[config.mk]
export PLATFORM = sky130hd
export DESIGN_NAME = seg_capture_flat
export DESIGN_NICKNAME = d
export VERILOG_FILES = /design/src/rtl/seg_capture_if.sv /design/src/rtl/seg_capture.sv /design/src/flat_wrapper.sv
export SDC_FILE = /design/constraint.sdc
export NUM_CORES = 1
export LEC_CHECK = 0
export ABC_AREA = 1
export CAP_MARGIN = 30
export CORE_ASPECT_RATIO = 1.5
export CORE_MARGIN = 2
export CORE_UTILIZATION = 52
export CTS_BUF_LIST = sky130_fd_sc_hd__clkbuf_16
export DETAILED_ROUTE_END_ITERATION = 6
export GPL_TIMING_DRIVEN = 0
export PLACE_DENSITY = 0.88
export SYNTH_ARGS = -nofsm -noshare
export SYNTH_HDL_FRONTEND = slang
export SYNTH_SLANG_ARGS = --single-unit
[constraint.sdc]
create_clock -name clk -period 2.2 [get_ports clk]
set_input_delay 0.55 -clock clk [delete_from_list [all_inputs] [get_ports clk]]
set_output_delay 0.55 -clock clk [all_outputs]
set_load 0.02 [all_outputs]
[src/rtl/seg_capture_if.sv]
// Pin-side bundle of the seven-segment capture block: strobes/segments in,
// recovered digits, flags and pulses out.
interface seg_capture_if;
  logic [3:0]  an;
  logic [6:0]  seg;
  logic [15:0] digits;
  logic [3:0]  valid;
  logic        frame_done;
  logic        err;

  // master drives the display pins and observes results; slave is the capture block
  modport master (output an, seg, input digits, valid, frame_done, err);
  modport slave  (input an, seg, output digits, valid, frame_done, err);
endinterface

[src/rtl/seg_capture.sv]
// Recovers four BCD digits from a multiplexed active-low seven-segment display.
// Optional idle timeout is compiled in with SEG_CAPTURE_TIMEOUT_EN.
module seg_capture #(
  parameter int          SETTLE  = 16,
  parameter logic [31:0] TIMEOUT = 32'h0010_0000
) (
  input  logic              clk,
  input  logic              rst_n,
  seg_capture_if.slave      bus,
  output logic [1:0]        fsm_state
);

  typedef enum logic [1:0] {
    ST_IDLE   = 2'd0,
    ST_SETTLE = 2'd1,
    ST_HOLD   = 2'd2
  } state_t;

  localparam logic [15:0] SETTLE_LAST = 16'(SETTLE - 2);

  state_t      state;
  logic [3:0]  an_m, an_s, an_ref;
  logic [6:0]  seg_m, seg_s, seg_ref;
  logic [15:0] cnt;
  logic [3:0]  mask;
  logic        mh_q;
  logic [15:0] digits_q;
  logic [3:0]  valid_q;
  logic        frame_done_q;
  logic        err_q;

  logic [3:0]  an_low;
  logic        one_hot;
  logic        multi_hot;
  logic        idle_pins;
  logic        unchanged;
  logic        take_sample;
  logic [1:0]  sel;
  logic [3:0]  sel_bit;
  logic [3:0]  mask_next;
  logic [3:0]  dec_nib;
  logic        dec_ok;
  logic        dec_blank;

  // Synchronisers reset to the "all dark" pattern so reset never looks like a strobe
  always_ff @(posedge clk or negedge rst_n) begin
    if (!rst_n) begin
      an_m  <= 4'hF;
      an_s  <= 4'hF;
      seg_m <= 7'h7F;
      seg_s <= 7'h7F;
    end else begin
      an_m  <= bus.an;
      an_s  <= an_m;
      seg_m <= bus.seg;
      seg_s <= seg_m;
    end
  end

  always_comb begin
    an_low    = ~an_s;
    one_hot   = (an_low != 4'h0) && ((an_low & (an_low - 4'd1)) == 4'h0);
    multi_hot = (an_low & (an_low - 4'd1)) != 4'h0;
    idle_pins = (an_s == 4'hF);
    unchanged = (an_s == an_ref) && (seg_s == seg_ref);
    take_sample = (state == ST_SETTLE) && !multi_hot && !idle_pins &&
                  unchanged && (cnt == SETTLE_LAST);
  end

  // an_ref is always one-hot-low while settling, so this picks the sampled digit
  always_comb begin
    sel = 2'd0;
    case (an_ref)
      4'b1110: sel = 2'd0;
      4'b1101: sel = 2'd1;
      4'b1011: sel = 2'd2;
      4'b0111: sel = 2'd3;
      default: sel = 2'd0;
    endcase
    sel_bit   = 4'b0001 << sel;
    mask_next = mask | sel_bit;
  end

  always_comb begin
    dec_nib   = 4'hF;
    dec_ok    = 1'b0;
    dec_blank = 1'b0;
    case (seg_s)
      7'h40: begin dec_nib = 4'd0; dec_ok = 1'b1; end
      7'h79: begin dec_nib = 4'd1; dec_ok = 1'b1; end
      7'h24: begin dec_nib = 4'd2; dec_ok = 1'b1; end
      7'h30: begin dec_nib = 4'd3; dec_ok = 1'b1; end
      7'h19: begin dec_nib = 4'd4; dec_ok = 1'b1; end
      7'h12: begin dec_nib = 4'd5; dec_ok = 1'b1; end
      7'h02: begin dec_nib = 4'd6; dec_ok = 1'b1; end
      7'h78: begin dec_nib = 4'd7; dec_ok = 1'b1; end
      7'h00: begin dec_nib = 4'd8; dec_ok = 1'b1; end
      7'h10: begin dec_nib = 4'd9; dec_ok = 1'b1; end
      7'h7F: dec_blank = 1'b1;
      default: ;
    endcase
  end

`ifdef SEG_CAPTURE_TIMEOUT_EN
  logic [31:0] idle_cnt;
`endif

  always_ff @(posedge clk or negedge rst_n) begin
    if (!rst_n) begin
      state        <= ST_IDLE;
      an_ref       <= 4'hF;
      seg_ref      <= 7'h7F;
      cnt          <= 16'h0;
      mask         <= 4'h0;
      mh_q         <= 1'b0;
      digits_q     <= 16'hFFFF;
      valid_q      <= 4'h0;
      frame_done_q <= 1'b0;
      err_q        <= 1'b0;
`ifdef SEG_CAPTURE_TIMEOUT_EN
      idle_cnt     <= 32'h0;
`endif
    end else begin
      frame_done_q <= 1'b0;
      err_q        <= 1'b0;
      mh_q         <= multi_hot;
      if (multi_hot) begin
        // only the leading edge of a multi-hot episode is reported
        state <= ST_IDLE;
        cnt   <= 16'h0;
        if (!mh_q) err_q <= 1'b1;
      end else begin
        case (state)
          ST_IDLE: begin
            if (one_hot) begin
              state   <= ST_SETTLE;
              cnt     <= 16'h0;
              an_ref  <= an_s;
              seg_ref <= seg_s;
            end
          end
          ST_SETTLE: begin
            if (idle_pins) begin
              state <= ST_IDLE;
              cnt   <= 16'h0;
            end else if (!unchanged) begin
              cnt     <= 16'h0;
              an_ref  <= an_s;
              seg_ref <= seg_s;
            end else if (take_sample) begin
              state <= ST_HOLD;
              digits_q[{sel, 2'b00} +: 4] <= dec_nib;
              valid_q[sel] <= dec_ok;
              if (!dec_ok && !dec_blank) err_q <= 1'b1;
              if (mask_next == 4'hF) begin
                frame_done_q <= 1'b1;
                mask         <= 4'h0;
              end else begin
                mask <= mask_next;
              end
            end else if (cnt != 16'hFFFF) begin
              cnt <= cnt + 16'd1;
            end
          end
          ST_HOLD: begin
            if (idle_pins) begin
              state <= ST_IDLE;
            end else if (an_s != an_ref) begin
              state   <= ST_SETTLE;
              cnt     <= 16'h0;
              an_ref  <= an_s;
              seg_ref <= seg_s;
            end
          end
          default: state <= ST_IDLE;
        endcase
      end
`ifdef SEG_CAPTURE_TIMEOUT_EN
      // Timeout never coincides with a sample, so it cannot fight the writes above
      if (take_sample) begin
        idle_cnt <= 32'h0;
      end else if (idle_cnt != TIMEOUT) begin
        idle_cnt <= idle_cnt + 32'd1;
        if (idle_cnt + 32'd1 == TIMEOUT) begin
          valid_q <= 4'h0;
          mask    <= 4'h0;
          err_q   <= 1'b1;
        end
      end
`endif
    end
  end

  assign bus.digits     = digits_q;
  assign bus.valid      = valid_q;
  assign bus.frame_done = frame_done_q;
  assign bus.err        = err_q;
  assign fsm_state      = state;

endmodule

[src/flat_wrapper.sv]
// flat-port wrapper written by rule: the top's interface ports become plain ports
module seg_capture_flat 
#(
  parameter int          SETTLE  = 16,
  parameter logic [31:0] TIMEOUT = 32'h0010_0000
)
  (clk, rst_n, fsm_state, bus_an, bus_seg, bus_digits, bus_valid, bus_frame_done, bus_err);
  seg_capture_if bus_i ();
  input  logic clk;
  input  logic rst_n;
  output logic [1:0] fsm_state;
  input wire logic [$bits(bus_i.an)-1:0] bus_an;
  input wire logic [$bits(bus_i.seg)-1:0] bus_seg;
  output wire logic [$bits(bus_i.digits)-1:0] bus_digits;
  output wire logic [$bits(bus_i.valid)-1:0] bus_valid;
  output wire logic [$bits(bus_i.frame_done)-1:0] bus_frame_done;
  output wire logic [$bits(bus_i.err)-1:0] bus_err;
  assign bus_i.an = bus_an;
  assign bus_i.seg = bus_seg;
  assign bus_digits = bus_i.digits;
  assign bus_valid = bus_i.valid;
  assign bus_frame_done = bus_i.frame_done;
  assign bus_err = bus_i.err;
  seg_capture #(.SETTLE(SETTLE), .TIMEOUT(TIMEOUT)) u_core (.clk(clk), .rst_n(rst_n), .bus(bus_i), .fsm_state(fsm_state));
endmodule
Yosys cells after proc, flatten, opt, wreduce, memory -nomap -nowiden --
Cells that the tools add are included.
Storage, ports and cells: bits in latches 0, ROM bits 0, memories 0, RAM bits 0, bits of input ports 13, register bits 78
Cells by class: $mul 0, bitwise logic cells 5, reduce and logical (&&, ||, !) cells 24, add/sub/neg operators 3, shifts and indexed selects 3, muxes and demuxes 51, div/mod/pow operators 0, order comparisons 2, equal/unequal tests 35
Operator list (count):
- $mux W16 | 8
- $pmux W16 S3 | 1
- $pmux W4 S10 | 1
- $mux W7 | 5
- $eq A7 B7 Y1 const B | 4
- $mux W4 | 6
- $eq A7 B5 Y1 const B | 3
- $pmux W7 S3 | 1
- $add A16 B1 Y16 const B | 1
- $bwmux W16 | 1
- $eq A16 B4 Y1 const B | 1
- $eq A4 B4 Y1 const B | 4
- $mux W1 | 16
- $ne A16 B16 Y1 const B | 1
- $shift A4 B6 Y16 const A | 1
- $shiftx A4 B6 Y16 | 1
- $eq A7 B6 Y1 const B | 2
- $mux W2 | 7
- $ne A4 B1 Y1 const B | 3
- $pmux W2 S3 | 2
- $pmux W4 S3 | 1
- $reduce_bool A4 Y1 | 3
- $ne A5 B3 Y1 const B | 2
- $reduce_or A10 Y1 | 1
- 32 further kinds | 47

Longest topological paths before layout --
Gate-level depths: netlist (run 1).
depth after elaboration 14, depth in mapped cells 14, gate-level depth less buffers 13

Least setup slack after synthesis (run 1) --
No wires, ideal clock.
path kind register -> register, from reg u_core.an_ref[3], to reg u_core.digits_q[3], in the netlist u_core.bus.digits[3], data required time 2128 ps, period minus slack after synthesis 2370 ps, cell stages (with the launch flop) 8, arrival time 2298 ps, setup slack -170 ps, cell sequence dfstp_2 > nand2_1 > o31ai_1 > inv_1 > ha_1 > nor3_1 > nand2_1 > o21ai_1
Between the ends: cells in the longest elaborated chain, start to end 5
RTL lines:
- from (decl) | line seg_capture.sv:22 | logic [3:0] an_m, an_s, an_ref;
- from (signal assigned) | line seg_capture.sv:138 | an_ref <= an_s;
- from (signal assigned) | line seg_capture.sv:148 | an_ref <= an_s;
- from (signal assigned) | line seg_capture.sv:171 | an_ref <= an_s;
- $eq A4 B3 Y1 (tied with other cells) | line seg_capture.sv:73 | case (an_ref)
- $pmux W2 S3 / $logic_and A1 B1 Y1 (equally long branches) | line seg_capture.sv:73, seg_capture.sv:65
- $neg A4 Y6 / $logic_and A1 B1 Y1 (equally long branches) | line seg_capture.sv:152, seg_capture.sv:66
- $shiftx A4 B6 Y16 (tied with other cells) | line seg_capture.sv:152 | digits_q[{sel, 2'b00} +: 4] <= dec_nib;
- $bwmux W16 / $reduce_and A5 Y1 (equally long branches)
- to (signal, indexed assignment) | line seg_capture.sv:152
- to (decl) | line seg_capture.sv:27 | logic [15:0] digits_q;
Parallel ways exist; a longest one is shown, timed or not. A chain may end at the register's enable or synchronous reset.

Worst setup path in the final report (run 1) --
from reg u_core.an_ref[0], to reg u_core.digits_q[9], in the netlist u_core.bus.digits[9]
Same word-level chain as after synthesis.

==> flow_metrics.env, run 1 <==
export IMPL_run_status="finished, final reports clean"
export IMPL_timing_worst_slew_pin_value_ns=0.499
export IMPL_avgViaCountPerCell=5.31
export IMPL_most_common_layout_cells="sky130_fd_sc_hd__nand2_1, sky130_fd_sc_hd__nor2_1, sky130_fd_sc_hd__dfstp_2, sky130_fd_sc_hd__inv_1, sky130_fd_sc_hd__nand3_1"
export IMPL_crit_path_start_kind="register"
export IMPL_timing_final_setup_violations=0
export IMPL_internal_power_mw=2.69
export IMPL_hpwl_mm=7.19
export IMPL_global_route_overflow_total=0
export IMPL_core_area_um2=8010
export IMPL_flow_area_growth_from_synthesis_pct=22.0
export IMPL_worst_setup_hold_path_clk_slew_ns=0.06
export IMPL_static_leakage_power_nw=2.38
export IMPL_num_io_pins=37
export IMPL_cp_arrival_ns=2.39
export IMPL_totalNegativeSetupSlack_ns=0
export IMPL_power_density_nw_per_um2=716
export IMPL_min_period_over_period_pct=96.5
export IMPL_cts_hold_buffers_added=0
export IMPL_yosys_warnings=0
export IMPL_drt_pass_1_iters=5
export IMPL_worst_path_max_fanout=5
export IMPL_antenna_violations_before_repair=0
export IMPL_count_of_antenna_violating_nets_left_after_detailed_routing=0
export IMPL_criticalPathCategory="register to register"
export IMPL_antennaDiodeCount=0
export IMPL_switching_share_pct=28.2
export IMPL_dieArea_um2=9020
export IMPL_finalWirelength_mm=9.94
export IMPL_max_cap_viol_count=0
export IMPL_synth_seq_area_share_pct=46.9
export IMPL_post_route_cells_drive_above_1_share_pct=20.4
export IMPL_row_count=40
export IMPL_report_final_slew_viol_count=0
export IMPL_seq_power_share_pct=44.7
export IMPL_wire_length_of_the_first_global_routing_pass_mm=16.3
export IMPL_total_global_route_track_usage_pct=23.1
export IMPL_placedInstanceArea_um2=4810
export IMPL_netlist_area_um2=4290
export IMPL_worst_slew_margin_rel_pct=66.6
export IMPL_critPathCaptureType="register"
export IMPL_fin_worst_skew_ns=0.00817
export IMPL_cp_required_ns=2.46
export IMPL_post_layout_total_power_mw=3.75
export IMPL_timing_hold_violations_final=0
export IMPL_combPwrFrac_pct=16.8
export IMPL_avgSynthCellArea_um2=7.79
export IMPL_netSwitchingPower_mw=1.06
export IMPL_clock_power_share_pct=38.5
export IMPL_start_util_pct=53.6
export IMPL_final_design_area_no_fill_um2=5240
export IMPL_syn_inst=551
export IMPL_holdCritPathClass="input port to async pin"
export IMPL_grt_start_max_net_pins=46
export IMPL_remaining_drc_errors=0
export IMPL_drt_iter0_markers=236
export IMPL_max_freq_ghz=0.471
export IMPL_gpl_final_weighted_congestion=0.976
export IMPL_average_routed_wire_per_standard_cell_um=13.9
export IMPL_post_synth_num_cell_types=35
export IMPL_synthesized_net_count=573
export IMPL_clock_tree_htree_level_count=3
export IMPL_routed_via_count=3807
export IMPL_worst_skew_pair_late_latency_ns=0.34
export IMPL_finalWorstPathRequiredPeriod_ns=2.12
export IMPL_cts_tree="yes"
export IMPL_r2r_setup_slack_ns=0.08
export IMPL_placement_io_buffers=36
export IMPL_cts_buffers=9
export IMPL_maximum_clock_path_buffer_count=2
export IMPL_cts_sink_count=78
export IMPL_vdd_ir_drop_worst_v=0.000611
export IMPL_r2r_cells=8
export IMPL_layout_nets=629
export IMPL_clock_root_buffer="sky130_fd_sc_hd__clkbuf_16"
export IMPL_postSynthRegisterBits=78
export IMPL_grt_pass1_vias=3619
export IMPL_die_width_um=78.2
export IMPL_mostFrequentLayoutCell="sky130_fd_sc_hd__nand2_1"
export IMPL_die_h_um=115
sequential cells by signal, indices dropped and copies added (netlist names), 2 cells and up:
signal             flops
u_core.cnt            16
u_core.mask            4
u_core.bus.digits     16
u_core.seg_s           7
u_core.an_m            4
u_core.seg_m           7
u_core.an_s            4
u_core.an_ref          4
u_core.seg_ref         7
u_core.bus.valid       4
u_core.fsm_state       2
cells in the mapped netlist (all sizes together):
cell type | number | area [um2]
xnor2 | 6 | 52.6
nand3 | 48 | 250
nor3b | 1 | 7.51
a21oi | 10 | 50.1
clkbuf | 2 | 7.51
dfstp | 49 | 1290
clkinv | 1 | 3.75
o21ai | 29 | 153
nor2 | 69 | 305
nand2 | 192 | 788
dfrtp | 29 | 726
xor2 | 4 | 35.0
ha | 9 | 113
inv | 55 | 209
nand4 | 17 | 106
buf | 6 | 46.3
o31ai | 1 | 7.51
nand3b | 2 | 15.0
o22ai | 2 | 12.5
and3 | 1 | 6.26
nor3 | 18 | 113
power by group through the flow:
stage | Clock, mW | Combinational, mW | Sequential [mW]
after floorplan | 0 | 0.382 | 1.68
after global placement | 0 | 0.513 | 1.68
after detailed placement | 0 | 0.540 | 1.69
after CTS | 1.47 | 0.570 | 1.68
after global routing | 1.54 | 0.705 | 1.69
final | 1.44 | 0.631 | 1.68
cells by family after synthesis:
group,synth area share (%)
AO/OA/AOI/OAI,5.19
XOR/XNOR,2.04
adder cells (fa/ha/maj),2.62
buffers and inverters,6.21
flip-flops,46.9
AND/OR/NAND/NOR,37.1
metal layers:
layer	track usage (%)	wire (um)	up-vias
li1	-	-	1881
met1	25.8	3920	1790
met2	41.2	5350	107
met3	4.71	368	29
met4	12.5	304	0
met5	0	0	-
final timing paths:
kind                                              startpoint                                 to
min in group clk                   u_core.seg_m[5]$_DFF_PN1_          u_core.seg_s[5]$_DFF_PN1_
worst max register to register  u_core.an_ref[0]$_DFFE_PN1P_   u_core.bus.digits[9]$_DFFE_PN1P_
worst max-delay path            u_core.an_ref[0]$_DFFE_PN1P_   u_core.bus.digits[9]$_DFFE_PN1P_
worst min-delay path                                   rst_n         u_core.cnt[11]$_DFFE_PN0P_
max in group asynchronous                              rst_n  u_core.bus.digits[10]$_DFFE_PN1P_
worst min register to register     u_core.seg_m[5]$_DFF_PN1_          u_core.seg_s[5]$_DFF_PN1_
final cells by class:
| type | count | area [um2] |
|---|---|---|
| Inverter | 56 | 213 |
| Clock inverter | 7 | 65.1 |
| Timing Repair Buffer | 46 | 445 |
| Buffer | 7 | 55.1 |
| Fill cell | 630 | 2770 |
| Sequential cell | 78 | 2010 |
| Multi-Input combinational cell | 409 | 2090 |
| Tap cell | 105 | 131 |
| Clock buffer | 9 | 225 |
metrics by stage:
step	hold slack, ns	worst slack [ns]	utilization, %	instances
after floorplan	0.254	0.0563	-	551
after global placement	0.345	-1.94	59.8	692
after detailed placement	0.347	-0.409	60.0	693
after CTS	0.161	0.0146	64.2	709
after global routing	0.171	-0.0106	65.4	717
final	0.152	0.0772	65.4	717
what timing repair did:
item / in CTS / in global routing
setup buffers: 1 / 8
pin swaps: 2 / 7
endpoints found under the hold margin: 0 / 0
setup endpoints to repair: 33 / 35
gates resized for setup: 9 / 12
worst max-delay path, cell delays in order (launching register included):
cell                      delay, ns
sky130_fd_sc_hd__dfstp_2       0.57
sky130_fd_sc_hd__inv_1         0.09
sky130_fd_sc_hd__o31ai_4       0.34
sky130_fd_sc_hd__inv_2         0.12
sky130_fd_sc_hd__ha_4          0.30
sky130_fd_sc_hd__inv_1         0.06
sky130_fd_sc_hd__nor2_1        0.13
sky130_fd_sc_hd__nand4_1       0.23
sky130_fd_sc_hd__o21ai_1       0.22
(Power assumes the default switching activity.)
==> run 2, diff against run 1 <==
Settings changed: PLACE_DENSITY 0.88 to unset, PLACE_DENSITY_LB_ADDON set to 0.3.
==> run 2 against run 1 <==
  * Largest cell class unchanged
  * First-iteration DRC count decreased by 11%
  * Clock-buffer cell count increased by 1
  * Routed wire length decreased by 1.8%
  * Global-route usage increased by 0.81 points
  * Non-clock buffer count decreased by 2
  * Critical path type unchanged
==> flow_metrics.env, run 2 (synthesis gave the netlist of run 1 again) <==
export IMPL_r2r_cells=11
export IMPL_crit_path_start_kind="register"
export IMPL_timing_worst_slew_pin_value_ns=0.434
export IMPL_regArea_um2=2010
export IMPL_finalWirelength_mm=9.76
export IMPL_switching_share_pct=28.3
export IMPL_grt_start_max_net_pins=53
export IMPL_combPwrFrac_pct=16.8
export IMPL_internal_power_mw=2.62
export IMPL_count_of_antenna_violating_nets_left_after_detailed_routing=0
export IMPL_worst_slew_margin_rel_pct=71.0
export IMPL_total_global_route_track_usage_pct=23.9
export IMPL_final_core_util_pct=65.0
export IMPL_post_route_cells_drive_above_1_share_pct=19.7
export IMPL_num_io_pins=37
export IMPL_routed_via_count=3765
export IMPL_antenna_violations_before_repair=0
export IMPL_finalWorstPathRequiredPeriod_ns=2.07
export IMPL_avgViaCountPerCell=5.27
export IMPL_worst_path_dominant_cell_family="simple AND/OR/NAND/NOR gates"
export IMPL_static_leakage_power_nw=2.37
export IMPL_die_width_um=78.2
export IMPL_gpl_final_weighted_congestion=0.965
export IMPL_layout_filler_cells=703
export IMPL_holdCritPathClass="input port to async pin"
export IMPL_cp_required_ns=2.43
export IMPL_timing_final_setup_violations=0
export IMPL_max_cap_viol_count=0
export IMPL_grt_pass1_vias=3707
export IMPL_clock_root_buffer="sky130_fd_sc_hd__clkbuf_16"
export IMPL_setup_slack_ns=0.126
export IMPL_hpwl_mm=7.37
export IMPL_placedInstanceArea_um2=4820
export IMPL_worst_path_max_fanout=10
export IMPL_core_area_um2=8010
export IMPL_timing_hold_violations_final=0
export IMPL_cp_cell_sequence="ha_1 -> nand3_1 -> nor2_4 -> nand3_1 -> nor2_1 -> nand4_1 -> nand2_1 -> nand2_2 -> buf_2 -> nand3_1 -> nand2_1"
export IMPL_most_common_layout_cells="sky130_fd_sc_hd__nand2_1, sky130_fd_sc_hd__nor2_1, sky130_fd_sc_hd__dfstp_2, sky130_fd_sc_hd__inv_1, sky130_fd_sc_hd__nand3_1"
export IMPL_startpoint="u_core.cnt[0]$_DFFE_PN0P_"
export IMPL_drt_pass_1_iters=5
export IMPL_multi_input_logic_area_um2=2080
export IMPL_setup_worst_path_end="u_core.cnt[11]$_DFFE_PN0P_"
export IMPL_wire_length_of_the_first_global_routing_pass_mm=16.9
export IMPL_regToRegStartpoint="u_core.cnt[0]$_DFFE_PN0P_"
export IMPL_worst_skew_pair_late_latency_ns=0.34
export IMPL_max_freq_ghz=0.482
export IMPL_min_period_over_period_pct=94.3
export IMPL_cp_arrival_ns=2.30
export IMPL_criticalPathCategory="register to register"
export IMPL_critical_path_top_cell_by_count="sky130_fd_sc_hd__nand3_1"
export IMPL_r2r_setup_slack_ns=0.13
export IMPL_vdd_ir_drop_worst_v=0.000817
export IMPL_cts_buffers=9
export IMPL_worst_setup_hold_path_clk_slew_ns=0.06
export IMPL_placement_io_buffers=36
export IMPL_cts_hold_buffers_added=0
export IMPL_report_final_slew_viol_count=0
export IMPL_final_design_area_no_fill_um2=5200
export IMPL_die_h_um=115
export IMPL_global_route_overflow_total=0
export IMPL_post_layout_total_power_mw=3.66
export IMPL_cts_tree="yes"
export IMPL_row_count=40
export IMPL_r2r_end="u_core.cnt[11]$_DFFE_PN0P_"
export IMPL_crit_buf_inv=1
export IMPL_critical_path_depth=11
export IMPL_critPathCaptureType="register"
export IMPL_clock_power_share_pct=37.5
export IMPL_average_routed_wire_per_standard_cell_um=13.7
export IMPL_dieArea_um2=9020
export IMPL_seq_power_share_pct=45.7
export IMPL_fin_worst_skew_ns=0.00983
export IMPL_maximum_clock_path_buffer_count=2
export IMPL_run_status="finished, final reports clean"
export IMPL_netSwitchingPower_mw=1.03
export IMPL_start_util_pct=53.6
export IMPL_power_density_nw_per_um2=703
export IMPL_slowest_cell_on_crit_path="sky130_fd_sc_hd__dfrtp_2"
export IMPL_mostFrequentLayoutCell="sky130_fd_sc_hd__nand2_1"
export IMPL_post_place_ws_ns=-0.426
export IMPL_clock_tree_htree_level_count=3
export IMPL_drt_iter0_markers=211
export IMPL_layout_nets=627
export IMPL_timing_critical_path_slowest_cell_delay_ns=0.43
export IMPL_antennaDiodeCount=0
export IMPL_flow_area_growth_from_synthesis_pct=21.1
export IMPL_remaining_drc_errors=0
export IMPL_cts_sink_count=78
-- run 2: how the worst min path moves through the flow --
| stage | startpoint | slack (ns) | end | cells past startpoint |
|---|---|---|---|---|
| floorplan | rst_n | 0.25 | u_core.bus.err$_DFF_PN0_ | 0 |
| global placement | u_core.an_m[0]$_DFF_PN1_ | 0.35 | u_core.an_s[0]$_DFF_PN1_ | 0 |
| detailed placement | u_core.an_m[3]$_DFF_PN1_ | 0.35 | u_core.an_s[3]$_DFF_PN1_ | 0 |
| CTS | rst_n | 0.14 | u_core.cnt[0]$_DFFE_PN0P_ | 1 |
| global route | rst_n | 0.15 | u_core.cnt[0]$_DFFE_PN0P_ | 1 |
| finish | rst_n | 0.13 | u_core.bus.err$_DFF_PN0_ | 1 |
-- run 2: final cells by class --
class	count	area share [%]
buffer	8	1.11
clock buffer	10	4.81
clock inverter	6	0.529
inverter	56	4.09
multi-input combinational	409	39.9
sequential	78	38.7
tap	105	2.53
timing repair buffer	43	8.28
-- run 2: per-layer routing --
metal  vias up  global-route usage (%)  share of wire (%)
li1       1877                       -                  -
met1      1765                    28.0                 40
met2        97                    41.7                 53
met3        26                    4.87                4.2
met4         0                    11.9                3.1
met5         -                       0                  0
-- run 2: metrics by stage --
step / hold WS [ns] / TNS (ns) / std cells
floorplan: 0.254 / 0 / 551
global placement: 0.346 / -117.57 / 692
detailed placement: 0.347 / -8.15 / 693
CTS: 0.140 / 0 / 710
global route: 0.153 / -0.00146 / 715
finish: 0.127 / 0 / 715
-- run 2: power by group through the flow --
stage,Combinational [mW],Sequential [mW],Clock [mW]
finish,0.614,1.67,1.37
global route,0.701,1.68,1.47
CTS,0.577,1.67,1.41
detailed placement,0.547,1.69,0
global placement,0.518,1.68,0
floorplan,0.382,1.68,0
-- run 2: worst register-to-register path: stages, from the launching register on --
cell	delay [ns]
sky130_fd_sc_hd__dfrtp_2	0.43
sky130_fd_sc_hd__ha_1	0.21
sky130_fd_sc_hd__nand3_1	0.17
sky130_fd_sc_hd__nor2_4	0.21
sky130_fd_sc_hd__nand3_1	0.11
sky130_fd_sc_hd__nor2_1	0.13
sky130_fd_sc_hd__nand4_1	0.10
sky130_fd_sc_hd__nand2_1	0.09
sky130_fd_sc_hd__nand2_2	0.12
sky130_fd_sc_hd__buf_2	0.23
sky130_fd_sc_hd__nand3_1	0.12
sky130_fd_sc_hd__nand2_1	0.05
-- run 2: repair_timing --
action | 4_1_cts | 5_1_grt
buffers inserted | 1 | 5
pin swaps | 2 | 6
cloned | 0 | 0
resized for setup | 5 | 13
setup endpoints to repair | 22 | 39
==> run 3, diff against run 2 <==
Settings changed: CAP_MARGIN 30 to 40, TNS_END_PERCENT set to 1.
==> run 3 against run 2 <==
  * Clock skew barely moved
  * First-iteration DRC count up 4.7%
  * Final cell count fell by 0.28%
  * Clock-buffer cell count unchanged
  * Critical path depth stayed put
  * Clock power hardly changed
  * Cell area down 0.29%
==> flow_metrics.env, run 3 (synthesis gave the netlist of run 1 again) <==
export IMPL_cts_hold_buffers_added=0
export IMPL_grt_start_max_net_pins=53
export IMPL_cts_buffers=9
export IMPL_timing_hold_violations_final=0
export IMPL_cp_required_ns=2.43
export IMPL_start_util_pct=53.6
export IMPL_clock_tree_htree_level_count=3
export IMPL_r2r_cells=11
export IMPL_met2RoutedLength_mm=5.10
export IMPL_static_leakage_power_nw=2.36
export IMPL_layout_nets=625
export IMPL_grt_pass1_vias=3707
export IMPL_regToRegStartpoint="u_core.cnt[0]$_DFFE_PN0P_"
export IMPL_dr_wl_met3_um=416
export IMPL_drt_iter0_markers=221
export IMPL_layout_filler_cells=703
export IMPL_holdCritPathClass="input port to async pin"
export IMPL_post_route_cells_drive_above_1_share_pct=19.4
export IMPL_timing_final_setup_violations=0
export IMPL_remaining_drc_errors=0
export IMPL_drt_pass_1_iters=5
export IMPL_gpl_final_weighted_congestion=0.965
export IMPL_route_layer_met1_wl_mm=3.91
export IMPL_top_layer_used_by_detailed_routing="met4"
export IMPL_cts_tree="yes"
export IMPL_report_final_slew_viol_count=0
export IMPL_mostFrequentLayoutCell="sky130_fd_sc_hd__nand2_1"
export IMPL_maximum_clock_path_buffer_count=2
export IMPL_r2r_end="u_core.cnt[11]$_DFFE_PN0P_"
export IMPL_power_density_nw_per_um2=705
export IMPL_worst_slew_margin_rel_pct=71.4
export IMPL_vdd_ir_drop_worst_v=0.000822
export IMPL_die_h_um=115
export IMPL_antenna_violations_before_repair=0
export IMPL_hold_slack_ns=0.127
export IMPL_num_io_pins=37
export IMPL_die_width_um=78.2
export IMPL_average_routed_wire_per_standard_cell_um=13.7
export IMPL_regArea_um2=2010
export IMPL_wire_length_of_the_first_global_routing_pass_mm=16.9
export IMPL_global_route_overflow_total=0
export IMPL_multi_input_logic_area_um2=2080
export IMPL_row_count=40
export IMPL_routed_via_count=3768
export IMPL_criticalPathCategory="register to register"
export IMPL_r2r_setup_slack_ns=0.14
export IMPL_cts_sink_count=78
export IMPL_cp_arrival_ns=2.29
export IMPL_antennaDiodeCount=0
export IMPL_finalWorstPathRequiredPeriod_ns=2.06
export IMPL_total_global_route_track_usage_pct=23.9
export IMPL_most_common_layout_cells="sky130_fd_sc_hd__nand2_1, sky130_fd_sc_hd__nor2_1, sky130_fd_sc_hd__dfstp_2, sky130_fd_sc_hd__inv_1, sky130_fd_sc_hd__nand3_1"
export IMPL_worst_path_max_fanout=10
export IMPL_timing_worst_slew_pin_value_ns=0.428
export IMPL_finalWirelength_mm=9.76
export IMPL_max_cap_viol_count=0
export IMPL_post_layout_total_power_mw=3.66
export IMPL_flow_area_growth_from_synthesis_pct=20.8
export IMPL_placement_io_buffers=36
export IMPL_fin_worst_skew_ns=0.00965
export IMPL_core_area_um2=8010
export IMPL_crit_path_start_kind="register"
export IMPL_count_of_antenna_violating_nets_left_after_detailed_routing=0
export IMPL_clock_root_buffer="sky130_fd_sc_hd__clkbuf_16"
export IMPL_min_period_over_period_pct=93.7
export IMPL_run_status="finished, final reports clean"
export IMPL_max_freq_ghz=0.485
export IMPL_worst_setup_hold_path_clk_slew_ns=0.06
export IMPL_worst_skew_pair_late_latency_ns=0.34
export IMPL_avgViaCountPerCell=5.28
export IMPL_dieArea_um2=9020
export IMPL_critPathCaptureType="register"
export IMPL_hpwl_mm=7.37
export IMPL_grt_setup_unrepaired="yes"
==> run 3: cell count changes in the layout (fill, tap and decap cells not counted) <==
| cell | previous run | this run |
|---|---|---|
| sky130_fd_sc_hd__buf_4 | 7 | 5 |
==> run 3: worst max path at each step <==
stage	from	endpoint	slack, ns	cells after the start
6_report	u_core.cnt[0]$_DFFE_PN0P_	u_core.cnt[11]$_DFFE_PN0P_	0.14	11
5_1_grt	u_core.cnt[0]$_DFFE_PN0P_	u_core.cnt[1]$_DFFE_PN0P_	-0.01	11
4_1_cts	u_core.an_ref[2]$_DFFE_PN1P_	u_core.bus.digits[9]$_DFFE_PN1P_	0.009	8
3_5_place_dp	u_core.an_ref[2]$_DFFE_PN1P_	u_core.bus.digits[3]$_DFFE_PN1P_	-0.43	7
3_3_place_gp	rst_n	u_core.bus.valid[0]$_DFFE_PN0P_	-1.97	1
2_1_floorplan	u_core.an_ref[0]$_DFFE_PN1P_	u_core.bus.digits[3]$_DFFE_PN1P_	0.06	7
==> run 3: repair_timing <==
item | CTS | global route
setup endpoints to repair | 22 | 39
hold endpoints to repair | 0 | 0
gates resized for setup | 5 | 13
pin swaps | 2 | 5
buffers inserted | 1 | 3
==> run 3: worst max-delay path, cell delays in order (launching register included) <==
cell and delay [ns]:
sky130_fd_sc_hd__dfrtp_2 0.42, sky130_fd_sc_hd__ha_1 0.21, sky130_fd_sc_hd__nand3_1 0.17, sky130_fd_sc_hd__nor2_4 0.20, sky130_fd_sc_hd__nand3_1 0.12, sky130_fd_sc_hd__nor2_1 0.14
sky130_fd_sc_hd__nand4_1 0.10, sky130_fd_sc_hd__nand2_1 0.09, sky130_fd_sc_hd__nand2_2 0.11, sky130_fd_sc_hd__buf_2 0.23, sky130_fd_sc_hd__nand3_1 0.11, sky130_fd_sc_hd__nand2_1 0.05
==> run 3: metal layers <==
metal  global-route usage (%)  vias up
li1                         -     1873
met1                     28.0     1769
met2                     41.7      100
met3                     4.87       26
met4                     11.9        0
met5                        0        -
==> run 3: final cells by class <==
| class | instances | area share [%] |
|---|---|---|
| buffer | 8 | 1.11 |
| clock buffer | 10 | 4.83 |
| clock inverter | 6 | 0.531 |
| inverter | 56 | 4.10 |
| multi-input combinational | 409 | 40.0 |
| sequential | 78 | 38.8 |
| tap | 105 | 2.53 |
| timing repair buffer | 41 | 8.01 |
==> run 3: where the power goes <==
group          internal (mW)  total [mW]  leakage, nW  switching, mW
Clock                  0.816        1.37        0.148          0.556
Sequential              1.58        1.67        0.910         0.0846
Combinational          0.221       0.614         1.30          0.393
==> run 3: per-stage QoR <==
stage	setup TNS (ns)	util [%]	area [um2]	setup slack, ns	instances
after floorplan	0	-	4300	0.0563	551
after global placement	-117.57	59.8	4790	-1.97	692
after detailed placement	-8.15	60.1	4820	-0.426	693
after CTS	0	64.0	5130	0.00920	710
after global routing	-0.0374	64.8	5190	-0.0119	713
final	0	64.8	5190	0.139	713
